File: config.mk
export PLATFORM = sky130hd
export DESIGN_NAME = ras_ckpt
export DESIGN_NICKNAME = d
export VERILOG_FILES = /design/src/rtl/ras_ckpt.sv
export SDC_FILE = /design/constraint.sdc
export NUM_CORES = 1
export LEC_CHECK = 0
export BUFFER_PORTS_ARGS = -buffer_cell sky130_fd_sc_hd__buf_2
export CAP_MARGIN = 20
export CORE_MARGIN = 2
export CORE_UTILIZATION = 55
export DETAILED_ROUTE_END_ITERATION = 7
export GPL_ROUTABILITY_DRIVEN = 0
export PLACE_DENSITY = 0.81
export SLEW_MARGIN = 0
export SYNTH_ARGS = -nofsm -noshare
export SYNTH_HDL_FRONTEND = slang
export SYNTH_SLANG_ARGS = --single-unit
File: constraint.sdc
create_clock -name clk_i -period 5.21 [get_ports clk_i]
set_input_delay 1.042 -clock clk_i [delete_from_list [all_inputs] [get_ports clk_i]]
set_output_delay 1.042 -clock clk_i [all_outputs]
set_load 0.1 [all_outputs]
File: src/rtl/ras_ckpt.sv
// ras_ckpt: circular return-address stack with a single checkpoint for
// rolling back speculative pushes/pops after a branch mispredict.
// Optional build macro RAS_PERF_CNT_EN adds saturating overflow/underflow
// event counters; without it both counter outputs are tied to zero.
module ras_ckpt #(
  parameter int DEPTH = 2,
  parameter int VLEN  = 32
) (
  input  logic                         clk_i,
  input  logic                         rst_ni,
  input  logic                         flush_i,
  input  logic                         push_i,
  input  logic                         pop_i,
  input  logic [VLEN-1:0]              data_i,
  input  logic                         ckpt_save_i,
  input  logic                         ckpt_restore_i,
  output logic                         top_valid_o,
  output logic [VLEN-1:0]              top_o,
  output logic [$clog2(DEPTH+1)-1:0]   count_o,
  output logic                         ckpt_valid_o,
  output logic                         underflow_o,
  output logic [15:0]                  overflow_cnt_o,
  output logic [15:0]                  underflow_cnt_o
);

  localparam int PW = ($clog2(DEPTH) > 1) ? $clog2(DEPTH) : 1;
  localparam int CW = $clog2(DEPTH+1);
  localparam logic [PW-1:0] LAST = PW'(DEPTH-1);
  localparam logic [CW-1:0] FULL = CW'(DEPTH);

  logic [VLEN-1:0] entry_q [DEPTH];
  logic [PW-1:0]   tos_q, tos_d;
  logic [CW-1:0]   cnt_q, cnt_d;
  logic            uf_q, uf_d;

  logic [PW-1:0]   ck_ptr_q, ck_ptr_d;
  logic [CW-1:0]   ck_cnt_q, ck_cnt_d;
  logic [VLEN-1:0] ck_entry_q, ck_entry_d;
  logic            ck_valid_q, ck_valid_d;

  logic            wr_en;
  logic [PW-1:0]   wr_ptr;
  logic [VLEN-1:0] wr_data;

  logic [PW-1:0]   tos_inc, tos_dec;

  // Explicit compare-and-wrap so non-power-of-two depths stay in range.
  assign tos_inc = (tos_q == LAST)     ? '0   : tos_q + PW'(1);
  assign tos_dec = (tos_q == PW'(0))   ? LAST : tos_q - PW'(1);

  assign top_valid_o  = (cnt_q != '0);
  assign top_o        = top_valid_o ? entry_q[tos_q] : '0;
  assign count_o      = cnt_q;
  assign ckpt_valid_o = ck_valid_q;
  assign underflow_o  = uf_q;

  // Next-state: flush beats restore beats push/pop; save rides along with push/pop.
  always_comb begin
    tos_d      = tos_q;
    cnt_d      = cnt_q;
    uf_d       = 1'b0;
    wr_en      = 1'b0;
    wr_ptr     = tos_q;
    wr_data    = data_i;
    ck_ptr_d   = ck_ptr_q;
    ck_cnt_d   = ck_cnt_q;
    ck_entry_d = ck_entry_q;
    ck_valid_d = ck_valid_q;

    if (flush_i) begin
      cnt_d      = '0;
      ck_valid_d = 1'b0;
    end else if (ckpt_restore_i) begin
      if (ck_valid_q) begin
        // Only the top entry is repaired; deeper overwrites stay lost.
        tos_d      = ck_ptr_q;
        cnt_d      = ck_cnt_q;
        wr_en      = 1'b1;
        wr_ptr     = ck_ptr_q;
        wr_data    = ck_entry_q;
        ck_valid_d = 1'b0;
      end else begin
        cnt_d = '0;
      end
    end else begin
      if (ckpt_save_i) begin
        ck_ptr_d   = tos_q;
        ck_cnt_d   = cnt_q;
        ck_entry_d = entry_q[tos_q];
        ck_valid_d = 1'b1;
      end
      if (push_i && (!pop_i || cnt_q == '0)) begin
        // Plain push (or push+pop on empty): full stack overwrites the oldest.
        tos_d  = tos_inc;
        wr_en  = 1'b1;
        wr_ptr = tos_inc;
        if (cnt_q != FULL) begin
          cnt_d = cnt_q + CW'(1);
        end
      end else if (push_i && pop_i) begin
        // Return followed by call: replace top in place.
        wr_en = 1'b1;
      end else if (pop_i) begin
        if (cnt_q != '0) begin
          tos_d = tos_dec;
          cnt_d = cnt_q - CW'(1);
        end else begin
          uf_d = 1'b1;
        end
      end
    end
  end

  // Pointer, count, underflow pulse and checkpoint registers.
  always_ff @(posedge clk_i or negedge rst_ni) begin
    if (!rst_ni) begin
      tos_q      <= LAST;
      cnt_q      <= '0;
      uf_q       <= 1'b0;
      ck_ptr_q   <= '0;
      ck_cnt_q   <= '0;
      ck_entry_q <= '0;
      ck_valid_q <= 1'b0;
    end else begin
      tos_q      <= tos_d;
      cnt_q      <= cnt_d;
      uf_q       <= uf_d;
      ck_ptr_q   <= ck_ptr_d;
      ck_cnt_q   <= ck_cnt_d;
      ck_entry_q <= ck_entry_d;
      ck_valid_q <= ck_valid_d;
    end
  end

  // Entry array: single write port, cleared on reset.
  always_ff @(posedge clk_i or negedge rst_ni) begin
    if (!rst_ni) begin
      for (int i = 0; i < DEPTH; i++) begin
        entry_q[i] <= '0;
      end
    end else if (wr_en) begin
      entry_q[wr_ptr] <= wr_data;
    end
  end

`ifdef RAS_PERF_CNT_EN
  logic        ovf_evt;
  logic [15:0] ovf_cnt_q, uf_cnt_q;

  assign ovf_evt = !flush_i && !ckpt_restore_i && push_i && !pop_i && (cnt_q == FULL);

  // Saturating event counters; only reset clears them, flush does not.
  always_ff @(posedge clk_i or negedge rst_ni) begin
    if (!rst_ni) begin
      ovf_cnt_q <= '0;
      uf_cnt_q  <= '0;
    end else begin
      if (ovf_evt && ovf_cnt_q != 16'hFFFF) begin
        ovf_cnt_q <= ovf_cnt_q + 16'd1;
      end
      if (uf_d && uf_cnt_q != 16'hFFFF) begin
        uf_cnt_q <= uf_cnt_q + 16'd1;
      end
    end
  end

  assign overflow_cnt_o  = ovf_cnt_q;
  assign underflow_cnt_o = uf_cnt_q;
`else
  assign overflow_cnt_o  = '0;
  assign underflow_cnt_o = '0;
`endif

endmodule
Word-level counts from Yosys, hierarchy flattened
Cells that the tools add are included.

$add $sub $neg: 4. Multiplexer cells: 43. Magnitude comparators: 3. Bitwise operators: 4. Reduce and logical (&&, ||, !) cells: 15. Equality and inequality tests: 4.

Operator list (number): two-way mux 32 bit (8); bitwise mux 64 bit (1); demux 32 bit (select 1 bit) (1); two-way mux 1 bit (25); two-way mux 2 bit (8); nonzero test 3 bit (3); AND reduction 4 bit (2); nonzero test 4 bit (2); >= comparator 2 bit (second input constant) (2); inequality test 4 x 3 -> 1 bit (second input constant) (1); inequality test 4 bit (second input constant) (1); inverter 1 -> 2 bit (2); logical AND 1 bit (3); inequality test 3 bit (second input constant) (1); AND reduction 3 bit (1); adder 2 x 1 -> 2 bit (second input constant) (1); logical NOT 2 bit (1); < comparator 2 x 1 -> 1 bit (second input constant) (1); inequality test 2 bit (second input constant) (1); inverter 1 bit (2); nonzero test 2 bit (1); subtractor 2 x 1 -> 2 bit (second input constant) (1); adder 1 bit (second input constant) (1); logical NOT 1 bit (1); 2 further kinds (2).

Logic and storage cells: 82. Register bits after elaboration: 104. Input bits: 39. Output and inout port bits: 69.

Longest topological paths before layout
Depth in word-level cells: 12. Mapped depth: 8. Gate-level depth less buffers: 4.

Worst setup path after synthesis
OpenSTA, ideal clock, no wires.

Path type: register -> output. From: register cnt_q[0] (netlist: count_o[0]). To: output port top_o[10]. Slack: 1.304 ns. Arrival time: 2.864 ns. Data required time: 4.168 ns. Buffers on the path: 2. Cell stages (with the launch flop): 5. Cell sequence: dfrtp_1 buf_2 nor2_1 clkbuf_1 nor2_1.

Longest elaborated chain between the ends: 2.

RTL lines: from (decl) (line 33) `logic [CW-1:0] cnt_q, cnt_d;`; from (signal assigned) (line 126) `cnt_q <= cnt_d;`; nonzero test 2 bit (line 51) `assign top_valid_o = (cnt_q != '0);`; two-way mux 32 bit (line 52) `assign top_o = top_valid_o ? entry_q[tos_q] : '0;`; to (decl) (line 18) `output logic [VLEN-1:0] top_o,`.

Every way passes these cells.

Worst setup path in the final report
From: register tos_q. To: output port top_o[3].

Longest elaborated chain between the ends: 5.

RTL lines: from (decl) (line 32) `logic [PW-1:0] tos_q, tos_d;`; from (signal assigned) (line 125) `tos_q <= tos_d;`; inverter 1 -> 2 bit (not written as such) (line 52); two-way mux 32 bit (not written as such) (3 in series) (line 52); two-way mux 32 bit (line 52).

Every way passes these cells. The select of a mux whose other input is x is not followed.

==> results.tsv <==
stage	metric	value	unit
status	status	completed	
detailed_routing	drc_errors	0	
floorplanning	die_h	102	um
detailed_routing	routed_wl	9920	um
power_and_ir_drop	power_leakage	2.82	nW
timing	setup_slack	1890	ps
cts	cts.clk_slew.worst_paths	90	ps
timing	period_share	63.8	%
worst_setup_path	endpoint	top_o[3]	
logic_synthesis	avgSynthCellArea	12.1	sq um
timing	hold_viol	0	
worst_setup_path	rr_worst_depth	5	
timing	max_slew_margin	55.6	%
final_layout	synthToLayoutAreaGrowth	9.98	%
timing	tns	0	ps
run	maxCapViolations	0	
timing	fmax	301	MHz
min_path	worstHoldPathCells	1	
worst_setup_path	r2r_end	entry_q[56]	
grt	grt_pass1_vias	3300	
placement	place_area	5600	sq um
timing	whs	494	ps
logic_synthesis	syn_inst	438	
floorplanning	io_pins	108	
detailed_routing	drtIter0Drc	134	
cts	htreeDepth	3	
final_layout	final_cell_mix	dfrtp_1 (103), buf_2 (74), nor2_1 (70)	
floorplanning	die_w	102	um
final_layout	final_core_util	62.7	%
worst_setup_path	worst_setup_path_start_kind	register	
final_layout	fin_cells	633	
worst_setup_path	cp.required	4170	ps
min_path	min_path_type	reg -> reg	
worst_setup_path	r2r_slack	2350	ps
final_layout	drive_above_1_share	39.5	%
final_layout	fin_nets	538	
timing	fin_crit	3320	ps
timing	skew	8.62	ps
floorplanning	row_count	35	
final_layout	fillCellCount	743	
cts	cts_resized	0	
cts	clockBufferDepth	2	
detailed_routing	dr.pass1.iters	4	
power_and_ir_drop	vdd_drop_max	0.000330	V
cts	cts.sinks	104	
detailed_routing	routedWlPerCell	15.7	um
timing	worstMarginPinSlew	666	ps
cts	cts_buffers	9	
timing	rsz0062_at_grt	no	
worst_setup_path	cp-startpoint	tos_q	
floorplanning	design.core.area	9330	sq um
grt	grt_max_degree	68	
logic_synthesis	ys_seq_elements	104	
worst_setup_path	crit_type	reg -> out	
power_and_ir_drop	powerDensity	544	nW/um^2
logic_synthesis	ys_seq_area_share	49.0	%
cts	cts_hold_buffers	0	
grt	overflow	0	
min_path	hold_start	entry_q[5]	
grt	grt_pass1_wl	16200	um
placement	placedCellCount	615	
final_layout	stdcell_area	5850	sq um
floorplanning	start_util	57.0	%
detailed_routing	vias	3311	
detailed_routing	ant_nets	0	
placement	place_hpwl	6600	um
logic_synthesis	yosys_warnings	0	
placement	io_buffers	75	
timing	setup_violations	0	
worst_setup_path	reg2reg_from	tos_q	
logic_synthesis	synth_area_leaders	dfrtp_1 (48%), mux2_2 (13%), mux2_4 (8.5%)	
logic_synthesis	synth_top_area_share	48.5	%
final_layout	mostFrequentLayoutCell	dfrtp_1	
timing	slew_violations	0	
detailed_routing	viasPerCell	5.23	
cts	cts_setup_buffers	0	
logic_synthesis	synth_cell_type_count	39	
worst_setup_path	endpoint_kind	output pin	
worst_setup_path	worstPathMaxFanout	21	
logic_synthesis	synth_largest_area_cell	dfrtp_1	
grt	antenna_found_initial	0	
power_and_ir_drop	total_power	3.18	mW
logic_synthesis	synth.cell_area	5320	sq um
cts	insertion_delay	360	ps
placement	place_ws	1920	ps
floorplanning	dieArea	10500	sq um
grt	grt.total_usage	20.0	%
cts	cts_root_buffer	clkbuf_8	
worst_setup_path	arrival	2280	ps
cts	cts_tree	built	
final_layout	diodes	0	
final cells by class:
cell class | count | area, sq um | share of cell area (%)
clock buffer | 12 | 155 | 2.65
clock inverter | 4 | 52.6 | 0.899
inverter | 3 | 11.3 | 0.193
multi-input combinational | 300 | 2400 | 41.1
sequential | 104 | 2600 | 44.5
tap | 129 | 161 | 2.76
timing repair buffer | 81 | 460 | 7.87
how the worst min path moves through the flow:
| stage | end |
|---|---|
| 2_1_floorplan | entry_q[10] |
| 3_3_place_gp | entry_q[10] |
| 3_5_place_dp | entry_q[30] |
| 4_1_cts | entry_q[5] |
| 5_1_grt | entry_q[5] |
| 6_report | entry_q[5] |
cell families after synthesis:
group,Yosys count,synth area share [%]
muxes,136,30.1
DFF,104,49.0
buffers and inverters,65,8.24
xor gates and xnor gates,2,0.329
and+or+nand+nor,86,7.27
AOI/OAI and AO/OA,44,5.04
other,1,0.0705
critical path, cell delays in order, from the launching register on:
cell and delay (ps):
dfstp_2 930, buf_12 280, mux2i_1 320, nor2_1 70, buf_2 300
where the power goes:
group / switching [mW] / leakage (nW) / internal [mW]
Combinational: 0.887 / 1.50 / 0.447
Sequential: 0.193 / 1.22 / 1.13
Clock: 0.273 / 0.0948 / 0.249
sequential cells by signal, indices dropped and copies added (netlist names):
signal	count
ck_cnt_q	2
ck_entry_q	32
ck_ptr_q	1
ckpt_valid_o	1
count_o	2
entry_q	64
tos_q	1
underflow_o	1
metal layers:
layer / track usage [%] / up-vias / part of all wire, %
met5: 0 / - / 0
met4: 6.15 / 0 / 0.79
met3: 3.97 / 6 / 4.7
met2: 31.9 / 105 / 47
met1: 28.0 / 1641 / 47
li1: - / 1559 / -
cells in the mapped netlist (all sizes together):
cell type  instances
nand3              4
a211oi             1
conb               1
and2               1
o21ai              2
nor2              71
xnor2              1
and4b              2
a21oi             32
o21a               1
mux2             101
nand2              2
xor2               1
a221oi             1
a21boi             1
dfrtp            103
o41a               1
clkbuf             8
buf               54
o211a              1
nor2b              1
nor4b              1
nor4               1
o221a              1
and3b              1
nand2b             2
inv                3
mux2i             35
dfstp              1
o21bai             2
a31oi              1
(Power assumes the default switching activity.)
